## src/rtl/phy_eq_train_ctrl.sv

```systemverilog
// LMS equalizer sequencer: PRBS7 training, decision-directed tracking, retrain and fail on loss of lock.
// Optional macro PHY_EQ_FREEZE_EN adds a freeze input that halts tap updates while tracking.
`timescale 1ns/1ps
module phy_eq_train_ctrl #(
    parameter int SAMPLE_W    = 10,
    parameter int AMP         = 200,
    parameter int ALIGN_DLY   = 2,
    parameter int WIN_LOG2    = 6,
    parameter int CONV_THR    = 24,
    parameter int GOOD_WIN    = 4,
    parameter int LOSS_THR    = 48,
    parameter int LOSS_WIN    = 2,
    parameter int TRAIN_MAX   = 4096,
    parameter int MAX_RETRAIN = 3
) (
    input  logic                clk,
    input  logic                rst,
    input  logic                start,
    input  logic                abort,
    input  logic                sym_valid,
    input  logic [SAMPLE_W-1:0] eq_out,
`ifdef PHY_EQ_FREEZE_EN
    input  logic                freeze,
`endif
    output logic                eq_clr,
    output logic                train_en,
    output logic                decision_mode,
    output logic [SAMPLE_W-1:0] ref_symbol,
    output logic                locked,
    output logic                fail,
    output logic [2:0]          state,
    output logic [1:0]          retrain_cnt
);
    localparam int ERR_W  = SAMPLE_W + 1;
    localparam int ACC_W  = ERR_W + WIN_LOG2;
    localparam int TCNT_W = $clog2(TRAIN_MAX + 1);
    localparam int GCNT_W = $clog2(GOOD_WIN + 1);
    localparam int BCNT_W = $clog2(LOSS_WIN + 1);
    localparam logic [SAMPLE_W-1:0] POS_AMP = SAMPLE_W'(AMP);
    localparam logic [SAMPLE_W-1:0] NEG_AMP = SAMPLE_W'(-AMP);

    typedef enum logic [2:0] {
        S_IDLE  = 3'd0,
        S_CLEAR = 3'd1,
        S_TRAIN = 3'd2,
        S_TRACK = 3'd3,
        S_FAIL  = 3'd4
    } state_t;

    state_t cur, nxt;

    logic [6:0]                          lfsr;
    logic [SAMPLE_W-1:0]                 ref_q;
    logic [ALIGN_DLY-1:0][SAMPLE_W-1:0]  dly;
    logic [ALIGN_DLY-1:0]                vld_pipe;
    logic [WIN_LOG2-1:0]                 win_cnt;
    logic [ACC_W-1:0]                    acc;
    logic [GCNT_W-1:0]                   good_cnt;
    logic [BCNT_W-1:0]                   bad_cnt;
    logic [TCNT_W-1:0]                   tcnt;
    logic [1:0]                          retrain_q;

    logic                frz;
`ifdef PHY_EQ_FREEZE_EN
    assign frz = freeze;
`else
    assign frz = 1'b0;
`endif

    // Error datapath: tracking compares against the slicer, training against the aligned reference.
    logic [SAMPLE_W-1:0] decision, cmp_ref;
    logic [ERR_W-1:0]    err, abs_err, mean;
    logic [ACC_W-1:0]    acc_sum;
    logic                sample_en, win_end, good_win, bad_win;
    logic                converge, loss, timeout;
    logic [GCNT_W-1:0]   good_inc;
    logic [BCNT_W-1:0]   bad_inc;
    logic [TCNT_W-1:0]   tcnt_inc;

    assign decision  = eq_out[SAMPLE_W-1] ? NEG_AMP : POS_AMP;
    assign cmp_ref   = (cur == S_TRACK) ? decision : dly[ALIGN_DLY-1];
    assign err       = {cmp_ref[SAMPLE_W-1], cmp_ref} - {eq_out[SAMPLE_W-1], eq_out};
    assign abs_err   = err[ERR_W-1] ? (~err + 1'b1) : err;
    assign sample_en = sym_valid &&
                       ((cur == S_TRAIN && vld_pipe[ALIGN_DLY-1]) || cur == S_TRACK);
    assign acc_sum   = acc + ACC_W'(abs_err);
    assign mean      = acc_sum[ACC_W-1:WIN_LOG2];
    assign win_end   = sample_en && (win_cnt == '1);
    assign good_win  = (mean <= ERR_W'(CONV_THR));
    assign bad_win   = (mean >  ERR_W'(LOSS_THR));
    assign good_inc  = good_cnt + 1'b1;
    assign bad_inc   = bad_cnt + 1'b1;
    assign tcnt_inc  = tcnt + 1'b1;
    assign converge  = (cur == S_TRAIN) && win_end && good_win && (good_inc == GCNT_W'(GOOD_WIN));
    assign loss      = (cur == S_TRACK) && win_end && bad_win && (bad_inc == BCNT_W'(LOSS_WIN));
    assign timeout   = (cur == S_TRAIN) && sym_valid && (tcnt_inc == TCNT_W'(TRAIN_MAX));

    always_ff @(posedge clk or posedge rst) begin
        if (rst) cur <= S_IDLE;
        else     cur <= nxt;
    end

    always_comb begin
        nxt           = cur;
        eq_clr        = 1'b0;
        train_en      = 1'b0;
        decision_mode = 1'b0;
        locked        = 1'b0;
        fail          = 1'b0;
        case (cur)
            S_IDLE:  if (start) nxt = S_CLEAR;
            S_CLEAR: begin
                eq_clr = 1'b1;
                nxt    = S_TRAIN;
            end
            S_TRAIN: begin
                train_en = 1'b1;
                // Convergence outranks a timeout landing on the same strobe.
                if (converge)     nxt = S_TRACK;
                else if (timeout) nxt = S_FAIL;
            end
            S_TRACK: begin
                train_en      = ~frz;
                decision_mode = 1'b1;
                locked        = 1'b1;
                if (loss) nxt = (retrain_q == 2'(MAX_RETRAIN)) ? S_FAIL : S_CLEAR;
            end
            S_FAIL: begin
                fail = 1'b1;
                if (start) nxt = S_CLEAR;
            end
            default: nxt = S_IDLE;
        endcase
        if (abort) nxt = S_IDLE;
    end

    always_ff @(posedge clk or posedge rst) begin
        if (rst) begin
            lfsr      <= 7'h7F;
            ref_q     <= '0;
            dly       <= '0;
            vld_pipe  <= '0;
            win_cnt   <= '0;
            acc       <= '0;
            good_cnt  <= '0;
            bad_cnt   <= '0;
            tcnt      <= '0;
            retrain_q <= '0;
        end else if (abort) begin
            lfsr      <= 7'h7F;
            vld_pipe  <= '0;
            win_cnt   <= '0;
            acc       <= '0;
            good_cnt  <= '0;
            bad_cnt   <= '0;
            tcnt      <= '0;
            retrain_q <= '0;
        end else begin
            case (cur)
                S_IDLE, S_FAIL: if (start) retrain_q <= '0;
                S_CLEAR: begin
                    lfsr     <= 7'h7F;
                    vld_pipe <= '0;
                    win_cnt  <= '0;
                    acc      <= '0;
                    good_cnt <= '0;
                    bad_cnt  <= '0;
                    tcnt     <= '0;
                end
                S_TRAIN: if (sym_valid) begin
                    ref_q <= lfsr[6] ? POS_AMP : NEG_AMP;
                    lfsr  <= {lfsr[5:0], lfsr[6] ^ lfsr[5]};
                    tcnt  <= tcnt_inc;
                    for (int i = ALIGN_DLY - 1; i > 0; i--) begin
                        dly[i]      <= dly[i-1];
                        vld_pipe[i] <= vld_pipe[i-1];
                    end
                    dly[0]      <= lfsr[6] ? POS_AMP : NEG_AMP;
                    vld_pipe[0] <= 1'b1;
                end
                S_TRACK: begin
                    if (sym_valid) ref_q <= decision;
                    if (loss && retrain_q != 2'(MAX_RETRAIN)) retrain_q <= retrain_q + 1'b1;
                end
                default: ;
            endcase
            if (sample_en) begin
                win_cnt <= win_cnt + 1'b1;
                acc     <= win_end ? '0 : acc_sum;
                if (win_end && cur == S_TRAIN) good_cnt <= good_win ? good_inc : '0;
                if (win_end && cur == S_TRACK) bad_cnt  <= bad_win  ? bad_inc  : '0;
            end
        end
    end

    assign ref_symbol  = ref_q;
    assign state       = cur;
    assign retrain_cnt = retrain_q;

endmodule

```

## config.mk

```make
export PLATFORM = sky130hd
export DESIGN_NAME = phy_eq_train_ctrl
export DESIGN_NICKNAME = d
export VERILOG_FILES = /design/src/rtl/phy_eq_train_ctrl.sv
export SDC_FILE = /design/constraint.sdc
export NUM_CORES = 1
export LEC_CHECK = 0
export BUFFER_PORTS_ARGS = -buffer_cell sky130_fd_sc_hd__buf_2
export CELL_PAD_IN_SITES_DETAIL_PLACEMENT = 0
export CELL_PAD_IN_SITES_GLOBAL_PLACEMENT = 1
export CORE_AREA = 4 4 111 113
export DETAILED_ROUTE_END_ITERATION = 6
export DIE_AREA = 0 0 115 117
export PLACE_DENSITY = 0.76
export SETUP_SLACK_MARGIN = 0.05
export SYNTH_ARGS = -nofsm -noshare
export SYNTH_HDL_FRONTEND = slang
export SYNTH_SLANG_ARGS = --single-unit
```

## constraint.sdc

```tcl
create_clock -name clk -period 5.44 [get_ports clk]
set_input_delay 0.816 -clock clk [delete_from_list [all_inputs] [get_ports clk]]
set_output_delay 0.816 -clock clk [all_outputs]
set_load 0.005 [all_outputs]
```

==> results.sh, run 1 <==
export IMPL_ys_async_sr_fraction_pct=100
export IMPL_min_path_type="register to register"
export IMPL_final_common_cell="nand2_1"
export IMPL_max_cap_viol_count=0
export IMPL_hold_start="dly[3]"
export IMPL_viasPerCell=5.52
export IMPL_wl_per_cell_um=14.9
export IMPL_crit_path_start="state[1]"
export IMPL_cp_start_kind="register"
export IMPL_cts_hold_buffers=0
export IMPL_nets=622
export IMPL_drive_above_1_share_pct=17.1
export IMPL_slew_viol_final=0
export IMPL_gp_congestion=0.896
export IMPL_sequentialPowerShare_pct=25.0
export IMPL_firstDrtPassIters=4
export IMPL_drc=0
export IMPL_antenna_cells=0
export IMPL_ir_worst_vdd_uv=241
export IMPL_rows=39
export IMPL_yosysUniqueCellTypes=71
export IMPL_drtIter0Drc=218
export IMPL_synth_xor_area_share_pct=6.19
export IMPL_grt_max_degree=65
export IMPL_die_h_um=117
export IMPL_worstPathMaxFanout=9
export IMPL_criticalPathCategory="register to register"
export IMPL_dieWidth_um=115
export IMPL_die_area_sq_mm=0.0135
export IMPL_p_int_mw=1.32
export IMPL_period_needed_ns=5.09
export IMPL_pwr_share_clk_pct=26.5
export IMPL_leakage_nw=2.43
export IMPL_end_kind="register"
export IMPL_grt_usage_pct=16.7
export IMPL_syn_inst=553
export IMPL_mostFrequentLayoutCells="77 x nand2_1, 57 x dfrtp_1, 53 x o21ai_0"
export IMPL_postRouteAntennaNets=0
export IMPL_swShare_pct=39.8
export IMPL_yosysWarningCount=0
export IMPL_synth_top_family_by_area="compound AO/OA/AOI/OAI gates"
export IMPL_total_power_mw=2.19
export IMPL_cts_tree="done"
export IMPL_clock_skew_ns=0.00381
export IMPL_worst_pin_slew_ns=0.813
export IMPL_clock_path_buffers=2
export IMPL_synth_seq_cells=64
export IMPL_synth_edff_count=0
export IMPL_rsz0062_at_grt="false"
export IMPL_io_pins=35
export IMPL_synth_fa_ha_area_share_pct=7.66
export IMPL_syn_area_sq_mm=0.00467
export IMPL_finalNonFillerCells=727
export IMPL_p_per_area_mw_per_mm2=407
export IMPL_via_count=4011
export IMPL_area_growth_pct=15.1
export IMPL_clk_pin_slew_ns=0.06
export IMPL_synth_compound_area_share_pct=23.6
export IMPL_start_util_pct=41.3
export IMPL_grt_overflow=0
export IMPL_clk_latency_ns=0.33
export IMPL_port_buffers=31
export IMPL_slew_headroom_pct=45.8
export IMPL_r2r_start="state[1]"
export IMPL_cts_inserted_buffers=9
export IMPL_antenna_found_initial=0
export IMPL_netSwitchingPower_mw=0.870
export IMPL_grt_pass1_wl_mm=18.2
export IMPL_rrSetupSlack_ns=0.35
export IMPL_clkSinkCount=64
export IMPL_grt_pass1_vias=3872
export IMPL_avgSynthCellArea_sq_um=8.45
export IMPL_routed_wl_mm=10.8
export IMPL_h_tree_depth=3
export IMPL_cp_arrival_ns=5.30
export IMPL_outcome="complete, no violations"
export IMPL_dp_cells=710
export IMPL_yosysSeqAreaShare_pct=34.5
export IMPL_max_freq_mhz=197
export IMPL_synth_top_area_share_pct=30.5
export IMPL_ctsRootBufferMaster="clkbuf_16"
export IMPL_setup_viol=0
export IMPL_synthTopCellsByArea="dfrtp_1 31%, ha_1 7.2%, nand2_1 6.3%"
export IMPL_post_dp_hpwl_mm=7.75
export IMPL_yosys_area_share_simple_pct=22.3
export IMPL_worstPathRequired_ns=5.65
export IMPL_synth_top_area_cell="dfrtp_1"
export IMPL_period_share_pct=93.5
export IMPL_synthMuxAreaShare_pct=0.428
export IMPL_final_hold_violation_count=0
export IMPL_yosys_most_used_dff="dfrtp_1"
export IMPL_comb_power_share_pct=48.5
export IMPL_core_area_sq_mm=0.0113
==> power groups by stage <==
stage                     Sequential, mW  Combinational, mW  Clock (mW)
final                              0.547               1.06       0.579
after CTS                          0.547               1.01       0.601
after detailed placement           0.554               1.01           0
after floorplan                    0.556              0.760           0
after global routing               0.553               1.18       0.622
after global placement             0.553              0.997           0
==> cells in the mapped netlist, drive strengths merged (13+ instances only) <==
cell / instances
xor2: 13
xnor2: 20
clkbuf: 16
a21oi: 25
nand2b: 14
nor2: 43
buf: 16
inv: 21
o21ai: 56
nand2: 79
dfrtp: 57
ha: 27
==> flip-flops by register name (all words and copies together), names as in the netlist <==
name / flops
acc: 17
bad_cnt: 2
dly: 6
good_cnt: 3
lfsr: 7
ref_symbol: 3
retrain_cnt: 2
state: 3
tcnt: 13
vld_pipe: 2
win_cnt: 6
==> final cells by class <==
class                           instances  area, sq um
Clock buffer                            9          225
Tap cell                              143          179
Fill cell                            1136         5940
Sequential cell                        64         1610
Timing Repair Buffer                   45          260
Clock inverter                          7         78.8
Inverter                               21         78.8
Multi-Input combinational cell        438         2940
==> per-layer routing <==
| metal | wire, um | GRT usage, % | vias to the layer above |
|---|---|---|---|
| met5 | 0 | 0 | - |
| met4 | 195 | 5.48 | 0 |
| met3 | 263 | 4.16 | 17 |
| met2 | 5380 | 28.5 | 48 |
| met1 | 4960 | 20.8 | 1936 |
| li1 | - | - | 2010 |
==> timing repair <==
item,CTS,global route
pin swaps,0,5
resized for setup,2,19
setup buffers,0,1
hold endpoints to repair,0,0
endpoints found under the setup margin,2,10
==> per-stage QoR <==
step | area [sq um] | setup WS, ns | utilization (%) | hold WS, ns | setup TNS, ns
2_1_floorplan | 4680 | 0.294 | - | 0.430 | 0
3_3_place_gp | 4940 | 0.0578 | 43.7 | 0.445 | 0
3_5_place_dp | 4940 | -0.0715 | 43.7 | 0.455 | -0.122
4_1_cts | 5260 | 0.0739 | 46.4 | 0.469 | 0
5_1_grt | 5380 | 0.0292 | 47.5 | 0.490 | 0
6_report | 5380 | 0.353 | 47.5 | 0.467 | 0
==> critical path: stages, from the launching register on <==
cell	delay, ns
dfrtp_1	0.39
nor2b_1	0.16
nand2_2	0.12
nand2b_1	0.09
ha_1	0.29
or4b_4	0.46
a21boi_1	0.16
nor2_1	0.06
xnor2_1	0.15
or3_1	0.40
or4_1	0.42
nor3b_2	0.25
ha_4	0.27
a21oi_2	0.18
o21a_1	0.18
mux2i_1	0.21
o311ai_2	0.14
a311o_1	0.38
nand3b_4	0.12
a311oi_4	0.12
or3b_1	0.38
==> cell families (layout without fill, tap and decap cells) <==
group	after synthesis	after routing
flops	64	64
simple gates	211	211
fa+ha+maj	28	28
other cells	1	3
mux	2	2
xor+xnor	33	33
compound gates	161	161
buf+inv	53	82
==> worst paths after layout <==
path / endpoint / cells past startpoint
max: state[1] / 20
min: dly[3] / 1
max reg2reg: state[1] / 20
min reg2reg: dly[3] / 1
max in group asynchronous: acc[16] / 3
min in group asynchronous: tcnt[7] / 3
Power figures use the tool's default switching activity.
==> run 2, diff against run 1 <==
--- a/config.mk
+++ b/config.mk
@@ -8,10 +8,10 @@
 export BUFFER_PORTS_ARGS = -buffer_cell sky130_fd_sc_hd__buf_2
 export CELL_PAD_IN_SITES_DETAIL_PLACEMENT = 0
 export CELL_PAD_IN_SITES_GLOBAL_PLACEMENT = 1
-export CORE_AREA = 4 4 111 113
+export CORE_AREA = 4 4 106 108
 export DETAILED_ROUTE_END_ITERATION = 6
-export DIE_AREA = 0 0 115 117
-export PLACE_DENSITY = 0.76
+export DIE_AREA = 0 0 110 112
+export PLACE_DENSITY = 0.79
 export SETUP_SLACK_MARGIN = 0.05
 export SYNTH_ARGS = -nofsm -noshare
 export SYNTH_HDL_FRONTEND = slang
==> constraint.sdc (replaced) <==
create_clock -name clk -period 5.2 [get_ports clk]
set_input_delay 1.3 -clock clk [delete_from_list [all_inputs] [get_ports clk]]
set_output_delay 1.3 -clock clk [all_outputs]
set_load 0.005 [all_outputs]
==> run 2 against run 1 <==
  * The run now ends with negative setup slack left
  * Flip-flop and latch count stayed put
  * Critical path depth is 1 lower
  * Final cell count is 6.7% higher
  * Final area is 8.4% higher
  * Clock-buffer cell count is 1 higher
  * Via count is 5.8% higher
  * Sequential share of layout area is 2.3 points lower
  * Non-clock buffer count is 56 higher
  * Largest power group unchanged
==> results.sh, run 2 (synthesized netlist as in run 1, its figures left out) <==
export IMPL_final_hold_violation_count=0
export IMPL_ir_worst_vdd_uv=235
export IMPL_hold_start="dly[7]"
export IMPL_grt_pass1_wl_mm=19.9
export IMPL_rows=37
export IMPL_io_pins=35
export IMPL_mostFrequentLayoutCells="77 x nand2_1, 68 x buf_4, 57 x dfrtp_1"
export IMPL_setup_viol=8
export IMPL_core_area_sq_mm=0.0102
export IMPL_criticalPathCategory="input port to register"
export IMPL_die_h_um=112
export IMPL_gp_congestion=0.849
export IMPL_reg2regPathDepth=20
export IMPL_via_count=4243
export IMPL_h_tree_depth=3
export IMPL_wl_per_cell_um=15.0
export IMPL_viasPerCell=5.47
export IMPL_drtIter0Drc=216
export IMPL_preCtsSetupSlack_ns=-0.683
export IMPL_nets=678
export IMPL_firstDrtPassIters=4
export IMPL_drive_above_1_share_pct=27.2
export IMPL_final_fill_count=932
export IMPL_r2r_end="state[1]"
export IMPL_grt_pass1_vias=4249
export IMPL_post_dp_cell_area_sq_mm=0.00537
export IMPL_clkSinkCount=64
export IMPL_top_register="acc"
export IMPL_period_share_pct=103
export IMPL_slew_headroom_pct=46.0
export IMPL_cp_start_kind="input port"
export IMPL_grt_max_degree=34
export IMPL_rsz0062_at_grt="true"
export IMPL_rrSetupSlack_ns=0.09
export IMPL_cp_arrival_ns=5.58
export IMPL_ctsRootBufferMaster="clkbuf_8"
export IMPL_grt_overflow=0
export IMPL_worstPathMaxFanout=7
export IMPL_max_cap_viol_count=0
export IMPL_routed_wl_mm=11.6
export IMPL_antenna_cells=0
export IMPL_start_util_pct=45.7
export IMPL_dieWidth_um=110
export IMPL_r2r_start="state[1]"
export IMPL_worstPathRequired_ns=5.43
export IMPL_worst_slack_ns=-0.143
export IMPL_max_freq_mhz=187
export IMPL_largest_register_ffs=17
export IMPL_cts_inserted_buffers=9
export IMPL_dp_cells=753
export IMPL_clock_skew_ns=0.00767
export IMPL_final_common_cell="nand2_1"
export IMPL_port_buffers=31
export IMPL_min_path_type="register to register"
export IMPL_hold_path_end="dly[17]"
export IMPL_clk_pin_slew_ns=0.08
export IMPL_cts_tree="done"
export IMPL_antenna_found_initial=0
export IMPL_end_kind="register"
export IMPL_finalInstanceArea_sq_mm=0.00583
export IMPL_hold_path_depth=2
export IMPL_clock_path_buffers=2
export IMPL_postRouteAntennaNets=0
export IMPL_slew_viol_final=0
export IMPL_p_per_area_mw_per_mm2=413
export IMPL_violations="negative setup slack"
export IMPL_post_dp_hpwl_mm=8.41
export IMPL_outcome="complete, but fails checks"
export IMPL_drc=0
export IMPL_period_needed_ns=5.34
export IMPL_total_power_mw=2.41
export IMPL_finalNonFillerCells=776
export IMPL_hold_ws_ns=0.473
export IMPL_leakage_nw=2.72
export IMPL_cts_hold_buffers=0
export IMPL_reg_top3="acc: 17 flops, tcnt: 13 flops, lfsr: 7 flops"
export IMPL_area_growth_pct=24.7
export IMPL_clk_latency_ns=0.36
export IMPL_grt_usage_pct=19.9
export IMPL_worst_pin_slew_ns=0.804
export IMPL_die_area_sq_mm=0.0123
-- run 2: cell types whose count changed in the layout (fill, tap and decap cells not counted), moves of 3 or more --
cell and change:
buf_4 +54, o21ai_0 -4, clkbuf_8 +10, o21ai_2 +3
clkbuf_16 -9, a21oi_1 -3
-- run 2: repair_timing --
item	4_1_cts	5_1_grt
pin swaps	5	23
setup buffers	2	5
resized for setup	15	29
setup endpoints to repair	10	10
-- run 2: how the worst max path moves through the flow --
stage	startpoint	endpoint	depth (start not counted)
after floorplan	eq_out[3]	state[1]	19
after global placement	eq_out[3]	state[1]	19
after detailed placement	eq_out[3]	state[1]	19
after CTS	eq_out[3]	state[1]	19
after global routing	state[2]	state[1]	25
final	eq_out[3]	state[1]	19
-- run 2: final cells by class --
type,count,area (sq um),area share [%]
tap,136,170,2.92
clock inverter,6,47.5,0.816
sequential,64,1610,27.6
clock buffer,10,138,2.36
multi-input combinational,438,3080,52.8
inverter,21,86.3,1.48
timing repair buffer,101,698,12.0
-- run 2: stage by stage --
step                util (%)  TNS [ns]
CTS                     55.3   -0.0769
global placement        52.5     -4.05
global route            57.0     -1.80
finish                  57.0    -0.472
detailed placement      52.5     -5.35
floorplan                  -    -0.792
-- run 2: layer usage --
layer,up-vias,global-route usage [%],share of wire (%)
met4,0,6.90,1.6
met1,2062,25.5,46
met3,17,3.13,1.7
li1,2125,-,-
met5,-,0,0
met2,39,33.5,51
-- run 2: worst max-delay path, stage by stage --
cell and delay (ns):
buf_8 0.08, inv_8 0.03, ha_4 0.25, or4b_4 0.46, a21boi_2 0.16, nor2_2 0.05
xnor2_1 0.13, or3_1 0.37, or4_4 0.53, nor3b_4 0.27, ha_4 0.27, and4_1 0.23
nor2b_4 0.14, a211oi_4 0.23, nand3_1 0.12, a21o_4 0.26, nor4_4 0.26, nor2_1 0.06
or3b_1 0.36
-- run 2: report_power, final --
| group | leakage (nW) | total (mW) | internal [mW] | switching (mW) |
|---|---|---|---|---|
| combinational | 1.77 | 1.41 | 0.678 | 0.734 |
| clock | 0.0941 | 0.427 | 0.192 | 0.235 |
| sequential | 0.852 | 0.570 | 0.543 | 0.0264 |
==> run 3, diff against run 2 <==
--- a/config.mk
+++ b/config.mk
@@ -5,13 +5,14 @@
 export SDC_FILE = /design/constraint.sdc
 export NUM_CORES = 1
 export LEC_CHECK = 0
+export ABC_AREA = 1
 export BUFFER_PORTS_ARGS = -buffer_cell sky130_fd_sc_hd__buf_2
 export CELL_PAD_IN_SITES_DETAIL_PLACEMENT = 0
 export CELL_PAD_IN_SITES_GLOBAL_PLACEMENT = 1
-export CORE_AREA = 4 4 106 108
+export CORE_AREA = 4 4 109 111
 export DETAILED_ROUTE_END_ITERATION = 6
-export DIE_AREA = 0 0 110 112
-export PLACE_DENSITY = 0.79
+export DIE_AREA = 0 0 113 115
+export PLACE_DENSITY = 0.8
 export SETUP_SLACK_MARGIN = 0.05
 export SYNTH_ARGS = -nofsm -noshare
 export SYNTH_HDL_FRONTEND = slang
==> run 3 against run 2 <==
  * The flow now finishes without violations
  * Critical path depth up 11
  * Die area grew 5.5%
  * Clock skew up 0.010 ns
  * Sequential share of layout area increased by 2.2 points
  * Via count is 2.0% higher
  * Final cell count up 11%
  * Largest power group unchanged
==> results.sh, run 3 <==
export IMPL_outcome="complete, no violations"
export IMPL_worst_path_max_delay_cell="ha_1"
export IMPL_synthTopCellsByArea="dfrtp_1 29%, nand2_1 13%, inv_1 8.6%"
export IMPL_cts_hold_buffers=0
export IMPL_clk_pin_slew_ns=0.08
export IMPL_yosys_most_used_dff="dfrtp_1"
export IMPL_avgSynthCellArea_sq_um=7.19
export IMPL_cp_common_cell="nand2_1"
export IMPL_routed_wl_mm=11.3
export IMPL_leakage_nw=2.81
export IMPL_drive_above_1_share_pct=17.7
export IMPL_cp_start_kind="input port"
export IMPL_rows=38
export IMPL_grt_pass1_vias=4127
export IMPL_synth_top_area_cell="dfrtp_1"
export IMPL_start_util_pct=45.0
export IMPL_max_cap_viol_count=0
export IMPL_clk_latency_ns=0.36
export IMPL_nets=757
export IMPL_finalInstanceArea_sq_mm=0.00539
export IMPL_reg_top3="acc: 17 flops, tcnt: 13 flops, lfsr: 7 flops"
export IMPL_worstPathMaxFanout=5
export IMPL_viasPerCell=5.04
export IMPL_final_fill_count=1069
export IMPL_drc=0
export IMPL_syn_area_sq_mm=0.00485
export IMPL_comb_power_share_pct=61.8
export IMPL_via_count=4329
export IMPL_fin_tns_setup_ns=0
export IMPL_clkSinkCount=64
export IMPL_largest_register_ffs=17
export IMPL_p_per_area_mw_per_mm2=500
export IMPL_slowest_delay_ns=0.40
export IMPL_port_buffers=31
export IMPL_antenna_cells=0
export IMPL_period_share_pct=91.7
export IMPL_ctsRootBufferMaster="clkbuf_8"
export IMPL_slew_headroom_pct=63.4
export IMPL_post_dp_hpwl_mm=8.55
export IMPL_final_hold_violation_count=0
export IMPL_core_area_sq_mm=0.0108
export IMPL_worst_pin_slew_ns=0.549
export IMPL_yosysUniqueCellTypes=46
export IMPL_cts_tree="done"
export IMPL_dieWidth_um=113
export IMPL_synth_seq_cells=64
export IMPL_synthTopCellsByCount="164 x nand2_1, 111 x inv_1, 57 x dfrtp_1"
export IMPL_post_dp_cell_area_sq_mm=0.00517
export IMPL_die_area_sq_mm=0.0130
export IMPL_netSwitchingPower_mw=1.32
export IMPL_p_int_mw=1.38
export IMPL_firstDrtPassIters=4
export IMPL_wl_per_cell_um=13.1
export IMPL_ys_async_sr_fraction_pct=100
export IMPL_top_register="acc"
export IMPL_area_growth_pct=11.1
export IMPL_final_common_cell="nand2_1"
export IMPL_grt_pass1_wl_mm=18.8
export IMPL_die_h_um=115
export IMPL_criticalPathCategory="input port to register"
export IMPL_synth_top_area_share_pct=29.4
export IMPL_yosysWarningCount=0
export IMPL_yosysSeqAreaShare_pct=33.2
export IMPL_mostFrequentLayoutCells="164 x nand2_1, 110 x inv_1, 57 x dfrtp_1"
export IMPL_rsz0062_at_grt="false"
export IMPL_cp_arrival_ns=5.00
export IMPL_h_tree_depth=3
export IMPL_clock_path_buffers=2
export IMPL_grt_usage_pct=18.0
export IMPL_end_kind="register"
export IMPL_sequentialPowerShare_pct=21.8
export IMPL_io_pins=35
export IMPL_swShare_pct=48.8
export IMPL_synth_edff_count=0
export IMPL_syn_inst=675
export IMPL_synth_most_common_cell="nand2_1"
export IMPL_preCtsSetupSlack_ns=-0.0869
export IMPL_antenna_found_initial=0
export IMPL_gp_congestion=0.883
export IMPL_ir_worst_vdd_uv=274
export IMPL_min_path_type="register to register"
export IMPL_total_power_mw=2.70
export IMPL_grt_overflow=0
export IMPL_max_freq_mhz=210
export IMPL_utilization_pct=50.0
export IMPL_setup_viol=0
export IMPL_slew_viol_final=0
export IMPL_cts_inserted_buffers=9
export IMPL_grt_max_degree=39
export IMPL_clock_skew_ns=0.0179
export IMPL_period_needed_ns=4.77
export IMPL_drtIter0Drc=222
export IMPL_pwr_share_clk_pct=16.4
export IMPL_worst_slack_ns=0.432
export IMPL_worstPathRequired_ns=5.44
export IMPL_postRouteAntennaNets=0
[run 3: final cells by class]
cell class,instances,area (sq um),area share (%)
repair buffers,43,245,4.55
inverters,121,454,8.42
flip-flops and latches,64,1610,29.9
clock buffers,10,128,2.37
clock inverters,6,68.8,1.28
well taps,140,175,3.25
multi-input cells,475,2710,50.3
[run 3: logic make-up after synthesis]
| group | Yosys count | synth area share, % |
|---|---|---|
| simple gates | 326 | 31.4 |
| buf+inv | 138 | 11.5 |
| xor+xnor | 30 | 5.42 |
| other cells | 1 | 0.0773 |
| fa+ha+maj | 28 | 7.37 |
| compound gates | 88 | 11.0 |
| flops | 64 | 33.2 |
[run 3: stage by stage]
stage,hold WS (ns),std cells
floorplan,0.440,677
global placement,0.453,842
detailed placement,0.448,842
CTS,0.475,858
global route,0.503,859
finish,0.476,859
[run 3: final timing paths]
path                                 from  endpoint  slack (ns)  cells after the start
worst max register to register   state[0]  state[2]        0.56                     34
worst min-delay path               dly[3]    dly[3]        0.48                      1
max in group asynchronous             rst   acc[13]        3.29                      3
worst max-delay path            eq_out[9]  state[2]        0.43                     30
worst min register to register     dly[3]    dly[3]        0.48                      1
min in group asynchronous             rst   tcnt[7]        0.98                      2
[run 3: timing repair]
action / CTS / global route
setup buffers: 0 / 1
resized for setup: 0 / 8
endpoints found under the setup margin: 0 / 9
hold endpoints to repair: 0 / 0
[run 3: metal layers]
| layer | part of all wire, % | GRT usage (%) | vias up |
|---|---|---|---|
| li1 | - | - | 2229 |
| met1 | 47 | 23.4 | 2013 |
| met2 | 47 | 29.9 | 71 |
| met3 | 3.7 | 2.74 | 16 |
| met4 | 2.1 | 7.53 | 0 |
| met5 | 0 | 0 | - |
[run 3: power by group through the flow]
stage / clock [mW] / sequential [mW] / combinational (mW)
floorplan: 0 / 0.589 / 1.24
global placement: 0 / 0.595 / 1.63
detailed placement: 0 / 0.596 / 1.64
CTS: 0.453 / 0.588 / 1.65
global route: 0.476 / 0.596 / 1.87
finish: 0.442 / 0.587 / 1.67
[run 3: critical path: cells and delay by family]
family          cells  cell delay (ns)
simple gates       18             1.85
fa+ha+maj           2             0.79
buf+inv             5             0.46
compound gates      3             0.31
xor+xnor            2             0.28
